==> src/rtl/alu_pkg.sv <==
`default_nettype none
// +----------------------------------------------------------------------+
// | Package : alu_pkg                                                    |
// | Shared types for the pipelined ALU: opcode enum, flag struct, opcode |
// | width and the opcode legality check.                                 |
// | Config  : ALU_MUL_EN -- when defined, opcode MUL (8) is legal.       |
// | Revision: 1.0  initial release                                       |
// +----------------------------------------------------------------------+
package alu_pkg;

  localparam int OPW = 4;

  typedef enum logic [OPW-1:0] {
    OP_ADD = 4'd0,
    OP_SUB = 4'd1,
    OP_AND = 4'd2,
    OP_OR  = 4'd3,
    OP_XOR = 4'd4,
    OP_SHL = 4'd5,
    OP_SHR = 4'd6,
    OP_CMP = 4'd7,
    OP_MUL = 4'd8
  } alu_op_e;

  // Bit order matters: packs to {illegal, ovf, carry, zero}, illegal is the MSB.
  typedef struct packed {
    logic illegal;
    logic ovf;
    logic carry;
    logic zero;
  } alu_flags_t;

  function automatic logic is_legal_op(input logic [OPW-1:0] op);
    logic legal;
    legal = (op <= OP_CMP);
`ifdef ALU_MUL_EN
    if (op == OP_MUL) begin
      legal = 1'b1;
    end
`endif
    return legal;
  endfunction

endpackage : alu_pkg
`default_nettype wire

==> src/rtl/alu_core.sv <==
`default_nettype none
// +----------------------------------------------------------------------+
// | Module  : alu_core                                                   |
// | Purely combinational ALU datapath: {op, a, b} -> {res, flags}.       |
// | Ports   : op    in  OPW    opcode (alu_op_e encoding)                |
// |           a, b  in  WIDTH  operands                                  |
// |           res   out WIDTH  result                                    |
// |           flags out 4      {illegal, ovf, carry, zero}               |
// | Config  : ALU_MUL_EN -- adds the unsigned low-half multiplier.       |
// | Revision: 1.0  initial release                                       |
// +----------------------------------------------------------------------+
module alu_core
  import alu_pkg::*;
#(
  parameter int WIDTH = 8
) (
  input  logic [OPW-1:0]   op,
  input  logic [WIDTH-1:0] a,
  input  logic [WIDTH-1:0] b,
  output logic [WIDTH-1:0] res,
  output alu_flags_t       flags
);

  localparam int SHW = (WIDTH > 1) ? $clog2(WIDTH) : 1;

  logic [SHW-1:0] shamt;
  logic [WIDTH:0] sum;
  logic [WIDTH:0] diff;
  logic [WIDTH:0] shl_ext;
  logic [WIDTH:0] shr_ext;
  logic           carry;
  logic           ovf;
  logic           illegal;

  assign shamt = b[SHW-1:0];

`ifdef ALU_MUL_EN
  logic [2*WIDTH-1:0] prod;
  assign prod = a * b;
`endif

  always_comb begin
    res     = '0;
    carry   = 1'b0;
    ovf     = 1'b0;
    illegal = 1'b0;
    sum     = {1'b0, a} + {1'b0, b};
    // The borrow falls out as the extra MSB of the widened difference.
    diff    = {1'b0, a} - {1'b0, b};
    // One guard bit on the outgoing side catches the last bit shifted out;
    // with a zero shift amount the guard bit stays 0.
    shl_ext = {1'b0, a} << shamt;
    shr_ext = {a, 1'b0} >> shamt;

    if (!is_legal_op(op)) begin
      illegal = 1'b1;
    end else begin
      case (op)
        OP_ADD: begin
          res   = sum[WIDTH-1:0];
          carry = sum[WIDTH];
          ovf   = (a[WIDTH-1] == b[WIDTH-1]) && (sum[WIDTH-1] != a[WIDTH-1]);
        end
        OP_SUB: begin
          res   = diff[WIDTH-1:0];
          carry = diff[WIDTH];
          ovf   = (a[WIDTH-1] != b[WIDTH-1]) && (diff[WIDTH-1] != a[WIDTH-1]);
        end
        OP_AND: res = a & b;
        OP_OR:  res = a | b;
        OP_XOR: res = a ^ b;
        OP_SHL: begin
          res   = shl_ext[WIDTH-1:0];
          carry = shl_ext[WIDTH];
        end
        OP_SHR: begin
          res   = shr_ext[WIDTH:1];
          carry = shr_ext[0];
        end
        OP_CMP: begin
          res   = {{(WIDTH-1){1'b0}}, ($signed(a) < $signed(b))};
          carry = (a < b);
        end
`ifdef ALU_MUL_EN
        OP_MUL: begin
          res = prod[WIDTH-1:0];
          ovf = |prod[2*WIDTH-1:WIDTH];
        end
`endif
        default: illegal = 1'b1;
      endcase
    end

    flags.illegal = illegal;
    flags.ovf     = ovf;
    flags.carry   = carry;
    flags.zero    = !illegal && (res == '0);
  end

endmodule : alu_core
`default_nettype wire

==> src/rtl/alu_pipe.sv <==
`default_nettype none
// +----------------------------------------------------------------------+
// | Module  : alu_pipe                                                   |
// | Two-stage pipelined ALU with valid/ready on both sides and full      |
// | backpressure. S1 registers the operands, S2 registers the result.    |
// | Ports   : clk, rst_n (async, active-low)                             |
// |           in_valid/in_ready, in_op[OPW], in_a/in_b[WIDTH]  upstream  |
// |           out_valid/out_ready, out_res[WIDTH], out_flags[4] downstr. |
// | Config  : ALU_MUL_EN -- enables opcode MUL (product lands in S2).    |
// | Revision: 1.0  initial release                                       |
// +----------------------------------------------------------------------+
module alu_pipe
  import alu_pkg::*;
#(
  parameter int WIDTH = 8,
  parameter int OPW   = alu_pkg::OPW
) (
  input  logic             clk,
  input  logic             rst_n,
  input  logic             in_valid,
  output logic             in_ready,
  input  logic [OPW-1:0]   in_op,
  input  logic [WIDTH-1:0] in_a,
  input  logic [WIDTH-1:0] in_b,
  output logic             out_valid,
  input  logic             out_ready,
  output logic [WIDTH-1:0] out_res,
  output alu_flags_t       out_flags
);

  logic             s1_valid;
  logic [OPW-1:0]   s1_op;
  logic [WIDTH-1:0] s1_a;
  logic [WIDTH-1:0] s1_b;

  logic             s2_valid;
  logic [WIDTH-1:0] s2_res;
  alu_flags_t       s2_flags;

  logic             s1_adv;
  logic             s2_adv;
  logic [WIDTH-1:0] core_res;
  alu_flags_t       core_flags;

  // A stage may load when it is empty or its contents move on this edge.
  // in_ready is therefore a combinational path from out_ready; there is no
  // skid buffer, so a full pipe with a pop still accepts a push.
  assign s2_adv   = !s2_valid || out_ready;
  assign s1_adv   = !s1_valid || s2_adv;
  assign in_ready = s1_adv;

  always_ff @(posedge clk or negedge rst_n) begin
    if (!rst_n) begin
      s1_valid <= 1'b0;
      s1_op    <= '0;
      s1_a     <= '0;
      s1_b     <= '0;
    end else if (s1_adv) begin
      s1_valid <= in_valid;
      if (in_valid) begin
        s1_op <= in_op;
        s1_a  <= in_a;
        s1_b  <= in_b;
      end
    end
  end

  alu_core #(
    .WIDTH (WIDTH)
  ) u_core (
    .op    (s1_op),
    .a     (s1_a),
    .b     (s1_b),
    .res   (core_res),
    .flags (core_flags)
  );

  always_ff @(posedge clk or negedge rst_n) begin
    if (!rst_n) begin
      s2_valid <= 1'b0;
      s2_res   <= '0;
      s2_flags <= '0;
    end else if (s2_adv) begin
      s2_valid <= s1_valid;
      if (s1_valid) begin
        s2_res   <= core_res;
        s2_flags <= core_flags;
      end
    end
  end

  assign out_valid = s2_valid;
  assign out_res   = s2_res;
  assign out_flags = s2_flags;

endmodule : alu_pipe
`default_nettype wire

==> config.mk <==
export PLATFORM = sky130hd
export DESIGN_NAME = alu_pipe
export DESIGN_NICKNAME = d
export VERILOG_FILES = /design/src/rtl/alu_pkg.sv /design/src/rtl/alu_core.sv /design/src/rtl/alu_pipe.sv
export SDC_FILE = /design/constraint.sdc
export NUM_CORES = 1
export LEC_CHECK = 0
export ABC_AREA = 1
export CAP_MARGIN = 15
export CORE_AREA = 10 10 87 89
export CTS_CLUSTER_SIZE = 8
export DETAILED_ROUTE_END_ITERATION = 16
export DIE_AREA = 0 0 97 99
export GPL_ROUTABILITY_DRIVEN = 0
export GPL_TIMING_DRIVEN = 0
export PLACE_DENSITY = 0.79
export SLEW_MARGIN = 20
export SYNTH_ARGS = -nofsm -noshare
export SYNTH_HDL_FRONTEND = slang
export SYNTH_SLANG_ARGS = --single-unit
==> constraint.sdc <==
create_clock -name clk -period 2.26 [get_ports clk]
set_input_delay 0.565 -clock clk [delete_from_list [all_inputs] [get_ports clk]]
set_output_delay 0.565 -clock clk [all_outputs]
set_load 0.02 [all_outputs]
==> impl_metrics.toml, run 1 <==
[power]
ir_worst_vdd_mv = 0.526
p_comb_frac = 0.551
power_frac_clock = 0.165
seq_power_share = 0.284
internal_power_uw = 1620
switchingPower_uw = 1350
leakage_uw = 0.00208
p_per_area_mw_per_mm2 = 744
swShare = 0.455

[floorplanning]
initial_utilization = 0.550
die_h_um = 99
pin_count = 38
rows = 28
coreArea_mm2 = 0.00585
die_x_um = 97
die-area_mm2 = 0.00960

[synthesis]
syn-instance-count = 506
synthArstFlopShare = 1.00
synth_edf_count = 0
synth_flop_cell = "dfrtp_1"
synth_cell_types = 34
yosys-top-cells-count = "nand2_1, nor2_1, nand3_1"
syn_nets = 559
synth_largest_area_cell = "dfrtp_1"
yosysSeqAreaShare = 0.264
synth_top_area_share = 0.264
yosysMostFrequentCell = "nand2_1"
ys_warn_count = 0
post_synth.cell_area_avg_um2 = 6.36
netlist_area_mm2 = 0.00322
ys_ff_latch = 34
synth_area_leaders = "dfrtp_1, nand2_1, ha_1, nor2_1, nand3_1"

[clocking]
numClockSinks = 34
cts_tree = "built"
ctsLongestPathBuffers = 2
htreeDepth = 2
postCtsHoldBufs = 0
clk_latency_ns = 0.30
cts-root-buf = "clkbuf_8"
clk_pin_slew_ns = 0.08
cts_buffers = 5

[global_routing]
grt_pass1_vias = 3226
grt_overflow = 0
grt_max_degree = 23
grt_pass1_wl_um = 15400
antenna_found_initial = 0
track_usage = 0.191

[drt]
vias_per_cell = 5.49
drtIter0Drc = 364
ant_nets = 0
num_vias = 3525
drtPass1Iterations = 5
drt_wl_total_um = 9710
drc = 0
wire_per_inst_um = 15.1

[cells_and_area]
diodes = 0
final_util = 0.682
fin_nets = 619
synthToLayoutAreaGrowth_pct = 24.0
ff_latch_area_um2 = 862
drive_gt1_frac = 0.129
n_fill_cell = 519
multi_input_area_mm2 = 0.00212

[sta]
tns_ns = 0
hold_ws_ns = 0.179
report.final.hold_viol_count = 0
max_slew_margin = 0.545
worstMarginPinSlew_ns = 0.680
fin_crit_ns = 2.14
fmax_mhz = 467
maxSlewViolCount = 0
finalSetupViolations = 0
fin_crit_sh = 0.948
finClkSkew_ns = 0.0120

[setup_path]
reg2reg_from = "s1_b[1]"
worstPathArrival_ns = 2.37
cp-end-kind = "register"
crit_slowest_cell = "dfrtp_2"
worstPathRequired_ns = 2.49
max_stage_delay_ns = 0.42
timing.critical_path.cells = "clkinvlp_4 > buf_12 > fa_2 > xnor2_1 > nand2_1 > o21ai_1 > nor2_1 > nand3_2 > nor2_1 > nand2_1 > nor2_1 > nand2_1 > nand2_1"
startpoint_type = "register"
crit_top_cell = "nand2_1"
path_class = "reg -> reg"
reg2reg_setup_slack_ns = 0.12
cp_max_fo = 7
crit_start = "s1_b[1]"

[place]
numPortBuffers = 37
hpwl_um = 7510

[hold_path]
hold_path_class = "in -> async"

[outcome]
status = "finished, final reports clean"

[job]
drv_cap = 0
-- layer usage --
metal	part of all wire	GRT usage	routed length, µm	up-vias
met5	0	0	0	-
met3	0.079	0.0496	768	30
met2	0.47	0.320	4580	170
met1	0.41	0.228	4030	1601
met4	0.034	0.0738	333	0
li1	-	-	-	1724
-- per-stage QoR --
step                      area [µm²]  std cells  setup slack (ns)  power, µW
after floorplan                 3220        506             0.276       1860
after CTS                       3820        629            0.0125       2850
after global routing            3990        642         -0.000445       3200
after global placement          3680        618            -0.138       2300
final                           3990        642             0.117       2970
after detailed placement        3700        619            -0.186       2340
-- cells by family after synthesis --
kind of cell,after synthesis,share of synthesized area
simple gates,315,0.426
buf+inv,67,0.0891
compound gates,59,0.0980
flops,34,0.264
fa+ha+maj,29,0.117
xor+xnor,2,0.00545
-- power groups by stage --
stage	clock, µW	combinational (µW)	sequential [µW]
floorplan	0	941	922
global placement	0	1440	863
detailed placement	0	1470	871
CTS	503	1500	851
global route	530	1810	864
finish	489	1630	844
-- area by class of cell --
type / instances / area share
multi-input combinational: 405 / 0.531
sequential: 34 / 0.216
timing repair buffer: 53 / 0.131
inverter: 54 / 0.0524
buffer: 13 / 0.0235
tap: 75 / 0.0235
clock buffer: 7 / 0.0217
clock inverter: 1 / 0.00126
-- final timing paths --
| check | end | cells after the start |
|---|---|---|
| max | out_flags[0] | 13 |
| min | s1_a[0] | 1 |
| max reg2reg | out_flags[0] | 13 |
| min reg2reg | out_res[1] | 1 |
| max in group asynchronous | s1_a[7] | 2 |
| min in group clk | out_res[1] | 1 |
-- worst max-delay path: cells and delay by family, from the launching register on --
family                   cells  cell delay, ns
AO/OA/AOI/OAI                1            0.07
flip-flops                   1            0.42
adder cells (fa/ha/maj)      1            0.38
AND/OR/NAND/NOR              8            0.68
XOR/XNOR                     1            0.14
buffers and inverters        2            0.36
-- registers in the layout (all words and copies together), names as in the netlist --
| name | cells |
|---|---|
| out_flags | 4 |
| out_res | 8 |
| out_valid | 1 |
| s1_a | 8 |
| s1_b | 8 |
| s1_op | 4 |
| s1_valid | 1 |
-- placed cells by master, fill, tap and decap left out, drive strengths merged, types with 2 or more instances in the layout --
| cell type | n |
|---|---|
| dfrtp | 34 |
| a21oi | 33 |
| and2 | 2 |
| o21ai | 20 |
| o211ai | 2 |
| ha | 27 |
| nand4 | 4 |
| buf | 26 |
| clkdlybuf4s50 | 35 |
| nand3 | 55 |
| inv | 53 |
| nor2 | 84 |
| clkbuf | 11 |
| nand2 | 161 |
| nor3 | 3 |
| fa | 2 |
| nand3b | 5 |
| xnor2 | 2 |
-- what timing repair did --
action	in CTS	in global routing
buffers inserted	2	12
gates resized for setup	6	24
hold endpoints to repair	0	0
pin swaps	0	3
setup endpoints to repair	6	7
gates cloned	0	1
No activity file was read; power rests on OpenSTA's default activity.
==> run 2, diff against run 1 <==
--- a/config.mk
+++ b/config.mk
@@ -7,14 +7,16 @@
 export LEC_CHECK = 0
 export ABC_AREA = 1
 export CAP_MARGIN = 15
-export CORE_AREA = 10 10 87 89
+export CELL_PAD_IN_SITES_DETAIL_PLACEMENT = 1
+export CELL_PAD_IN_SITES_GLOBAL_PLACEMENT = 1
+export CORE_AREA = 10 10 101 103
 export CTS_CLUSTER_SIZE = 8
 export DETAILED_ROUTE_END_ITERATION = 16
-export DIE_AREA = 0 0 97 99
+export DIE_AREA = 0 0 111 113
 export GPL_ROUTABILITY_DRIVEN = 0
 export GPL_TIMING_DRIVEN = 0
-export PLACE_DENSITY = 0.79
-export SLEW_MARGIN = 20
+export PLACE_DENSITY_LB_ADDON = 0.3
+export SLEW_MARGIN = 5
 export SYNTH_ARGS = -nofsm -noshare
 export SYNTH_HDL_FRONTEND = slang
 export SYNTH_SLANG_ARGS = --single-unit
==> impl_metrics.toml, run 2 (synthesis results as in run 1) <==
[cells_and_area]
fin_area_mm2 = 0.00409
final_util = 0.502
drive_gt1_frac = 0.163
diodes = 0
n_fill_cell = 1098
fin_nets = 623
synthToLayoutAreaGrowth_pct = 27.0
final_common_cell = "nand2_1"
final_cell_mix = "nand2_1, nor2_1, nand3_1, inv_1, clkdlybuf4s50_1"

[floorplanning]
coreArea_mm2 = 0.00813
pin_count = 38
initial_utilization = 0.395
die_x_um = 111
die_h_um = 113
rows = 33
die-area_mm2 = 0.0125

[setup_path]
startpoint_type = "register"
cp_top_family = "simple AND/OR/NAND/NOR gates"
worstPathRequired_ns = 2.50
path_class = "reg -> reg"
crit_slowest_cell = "dfrtp_1"
cp_max_fo = 3
crit_top_cell = "nand2_1"
timing.critical_path.cells = "inv_2 > ha_4 > inv_2 > fa_2 > nand3_2 > nand3_1 > nand3_1 > nand3b_1 > nor2_2 > nand2_1 > nor2_1 > nand2_1 > nand2_1"
max_stage_delay_ns = 0.44
worstPathArrival_ns = 2.39
crit_cells = 13
cp-end-kind = "register"
cp.buffers_inverters = 2
r2r_cells = 13

[sta]
fmax_mhz = 466
worstMarginPinSlew_ns = 0.798
maxSlewViolCount = 0
finalSetupViolations = 0
fin_crit_sh = 0.949
finClkSkew_ns = 0.00696
report.final.hold_viol_count = 0
max_slew_margin = 0.468
fin_crit_ns = 2.15

[global_routing]
grt_max_degree = 35
antenna_found_initial = 0
grt_overflow = 0
grt_pass1_wl_um = 19100
track_usage = 0.182
grt_pass1_vias = 3684

[job]
drv_cap = 0

[power]
p_per_area_mw_per_mm2 = 787
leakage_uw = 0.00209
ir_worst_vdd_mv = 0.344
total_power_uw = 3210

[clocking]
htreeDepth = 2
cts-root-buf = "clkbuf_8"
clk_pin_slew_ns = 0.08
cts_tree = "built"
numClockSinks = 34
ctsLongestPathBuffers = 2
postCtsHoldBufs = 0
cts_buffers = 5
clk_latency_ns = 0.30

[outcome]
status = "finished, final reports clean"

[drt]
drtIter0Drc = 156
num_vias = 3581
vias_per_cell = 5.31
wire_per_inst_um = 17.8
ant_nets = 0
drtPass1Iterations = 4
drc = 0
drt_wl_total_um = 12000

[hold_path]
hold_path_class = "in -> async"

[place]
hpwl_um = 9230
placed_cell_area_mm2 = 0.00371
numPortBuffers = 37
[run 2: stage by stage]
step / std cells / TNS (ns) / hold WS [ns] / setup slack [ns]
3_3_place_gp: 648 / -4.95 / 0.467 / -0.330
5_1_grt: 675 / -0.0170 / 0.410 / -0.0170
4_1_cts: 657 / -0.0760 / 0.374 / -0.0760
3_5_place_dp: 648 / -1.78 / 0.478 / -0.318
6_report: 675 / 0 / 0.349 / 0.114
2_1_floorplan: 506 / 0 / 0.269 / 0.276
[run 2: area by class of cell]
class | count | area [µm²] | area share
timing repair buffer | 57 | 514 | 0.126
tap | 105 | 131 | 0.0322
clock buffer | 6 | 82.6 | 0.0202
clock inverter | 1 | 30.0 | 0.00735
buffer | 13 | 88.8 | 0.0217
inverter | 54 | 211 | 0.0518
sequential | 34 | 863 | 0.211
multi-input combinational | 405 | 2160 | 0.530
[run 2: path summary, 6_finish.rpt]
kind | startpoint | end | slack (ns)
max in group asynchronous | rst_n | s1_b[2] | 1.34
setup / recovery | s1_a[0] | out_flags[0] | 0.11
hold / removal | rst_n | s1_a[4] | 0.35
hold reg to reg | out_flags[0] | out_flags[0] | 0.49
setup reg to reg | s1_a[0] | out_flags[0] | 0.11
min in group clk | out_flags[0] | out_flags[0] | 0.49
[run 2: power breakdown]
group	total, µW	switching, µW	internal [µW]
clock network	603	250	353
registers	843	110	733
logic	1770	1110	658
[run 2: what timing repair did]
action                                  4_1_cts  5_1_grt
gates resized for setup                      15       34
buffers inserted                              2       18
pin swaps                                     0        9
endpoints found under the setup margin       10        9
[run 2: routing by layer]
layer | track usage | vias to the layer above | part of all wire
met3 | 0.0259 | 12 | 0.044
met5 | 0 | - | 0
met4 | 0.0408 | 0 | 0.011
met2 | 0.326 | 94 | 0.50
met1 | 0.224 | 1744 | 0.44
li1 | - | 1731 | -
==> run 3, diff against run 2 <==
--- a/config.mk
+++ b/config.mk
@@ -14,7 +14,6 @@
 export DETAILED_ROUTE_END_ITERATION = 16
 export DIE_AREA = 0 0 111 113
 export GPL_ROUTABILITY_DRIVEN = 0
-export GPL_TIMING_DRIVEN = 0
 export PLACE_DENSITY_LB_ADDON = 0.3
 export SLEW_MARGIN = 5
 export SYNTH_ARGS = -nofsm -noshare
==> impl_metrics.toml, run 3 (synthesis results as in run 1) <==
[clocking]
cts_tree = "built"
cts-root-buf = "clkbuf_8"
postCtsHoldBufs = 0
clk_pin_slew_ns = 0.10
numClockSinks = 34
clk_latency_ns = 0.31
ctsLongestPathBuffers = 2
htreeDepth = 2
cts_buffers = 5

[setup_path]
crit_top_cell = "nand2_1"
cp_top_family = "simple AND/OR/NAND/NOR gates"
cp-end-kind = "register"
cp.buffers_inverters = 0
max_stage_delay_ns = 0.47
worstPathRequired_ns = 2.50
path_class = "reg -> reg"
cp_max_fo = 4
startpoint_type = "register"
r2r_cells = 13
reg2reg_setup_slack_ns = 0.16
reg2reg_from = "s1_b[0]"
worstPathArrival_ns = 2.34
timing.critical_path.cells = "ha_2 > fa_2 > nand2_1 > nand2_1 > nand3b_1 > nand3_1 > nand3_1 > nand2_1 > nor2_2 > nand2_1 > nor2_1 > nand2_1 > nand2_1"
timing.rr.end = "out_flags[0]"
crit_slowest_cell = "dfrtp_2"

[floorplanning]
pin_count = 38
initial_utilization = 0.395
die_h_um = 113
die-area_mm2 = 0.0125
coreArea_mm2 = 0.00813
die_x_um = 111
rows = 33

[drt]
num_vias = 3528
drtPass1Iterations = 4
vias_per_cell = 5.25
drt_wl_total_um = 11800
drc = 0
ant_nets = 0
wire_per_inst_um = 17.5
drtIter0Drc = 293

[cells_and_area]
n_fill_cell = 1093
final_cell_mix = "nand2_1, nor2_1, nand3_1, inv_1, clkdlybuf4s50_1"
ff_latch_area_um2 = 856
drive_gt1_frac = 0.131
fin_nets = 619
synthToLayoutAreaGrowth_pct = 26.0
multi_input_area_mm2 = 0.00213
final_common_cell = "nand2_1"
diodes = 0

[sta]
fmax_mhz = 476
tns_ns = 0
fin_crit_sh = 0.929
finClkSkew_ns = 0.0172
hold_ws_ns = 0.345
fin_ws_ns = 0.160
report.final.hold_viol_count = 0
max_slew_margin = 0.453
fin_crit_ns = 2.10
finalSetupViolations = 0
maxSlewViolCount = 0
worstMarginPinSlew_ns = 0.820

[power]
ir_worst_vdd_mv = 0.417
total_power_uw = 3300
p_per_area_mw_per_mm2 = 814
leakage_uw = 0.00213

[global_routing]
grt_pass1_wl_um = 19400
met2_usage = 0.330
grt_pass1_vias = 3876
track_usage = 0.187
antenna_found_initial = 0
grt_max_degree = 42
met3_usage = 0.0264
grtUsageMet1 = 0.223
grt.busiest_layer = "met2"
grt_overflow = 0

[place]
post-place-ws_ns = -0.0941
hpwl_um = 9250
numPortBuffers = 37

[hold_path]
hold_path_class = "in -> async"

[outcome]
status = "finished, final reports clean"

[job]
drv_cap = 0
==> run 3: cell types whose count changed in the layout (fill, tap and decap cells not counted), sizes merged <==
cell	previous run	this run
buf	31	30
bufinv	1	2
clkbuf	9	5
clkinv	0	1
clkinvlp	1	0
inv	53	54
==> run 3: power breakdown <==
part           switching [µW]  total, µW  internal (µW)  leakage (µW)
logic                    1090       1750            658       0.00166
registers                98.2        828            730      0.000400
clock network             276        719            443     0.0000683
total                    1470       3300           1830       0.00213
==> run 3: cell type report <==
type	instances	area share
multi-input cells	405	0.525
clock buffers	5	0.0170
repair buffers	66	0.147
clock inverters	3	0.0170
flip-flops and latches	34	0.211
inverters	54	0.0506
well taps	105	0.0324
==> run 3: stage by stage <==
step,cell area (µm²),utilization,instances
floorplan,3220,-,506
global placement,3840,0.472,661
detailed placement,3840,0.472,661
CTS,3980,0.489,669
global route,4050,0.498,672
finish,4050,0.498,672
==> run 3: metal layers <==
| layer | up-vias | part of all wire |
|---|---|---|
| met4 | 0 | 0.028 |
| met2 | 79 | 0.48 |
| met3 | 25 | 0.050 |
| li1 | 1724 | - |
| met1 | 1700 | 0.44 |
| met5 | - | 0 |
==> run 3: how the worst max path moves through the flow <==
stage,startpoint,endpoint,slack (ns),cells after the start
finish,s1_b[0],out_flags[0],0.16,13
detailed placement,out_ready,in_ready,-0.09,4
global route,s1_b[4],out_flags[0],-0.03,15
global placement,out_ready,in_ready,-0.06,4
CTS,s1_a[0],out_flags[1],0.09,12
floorplan,s1_b[2],out_flags[1],0.28,12
==> run 3: what timing repair did <==
action	4_1_cts	5_1_grt
endpoints found under the setup margin	1	6
resized for setup	1	22
setup buffers	0	3
pin swaps	0	8
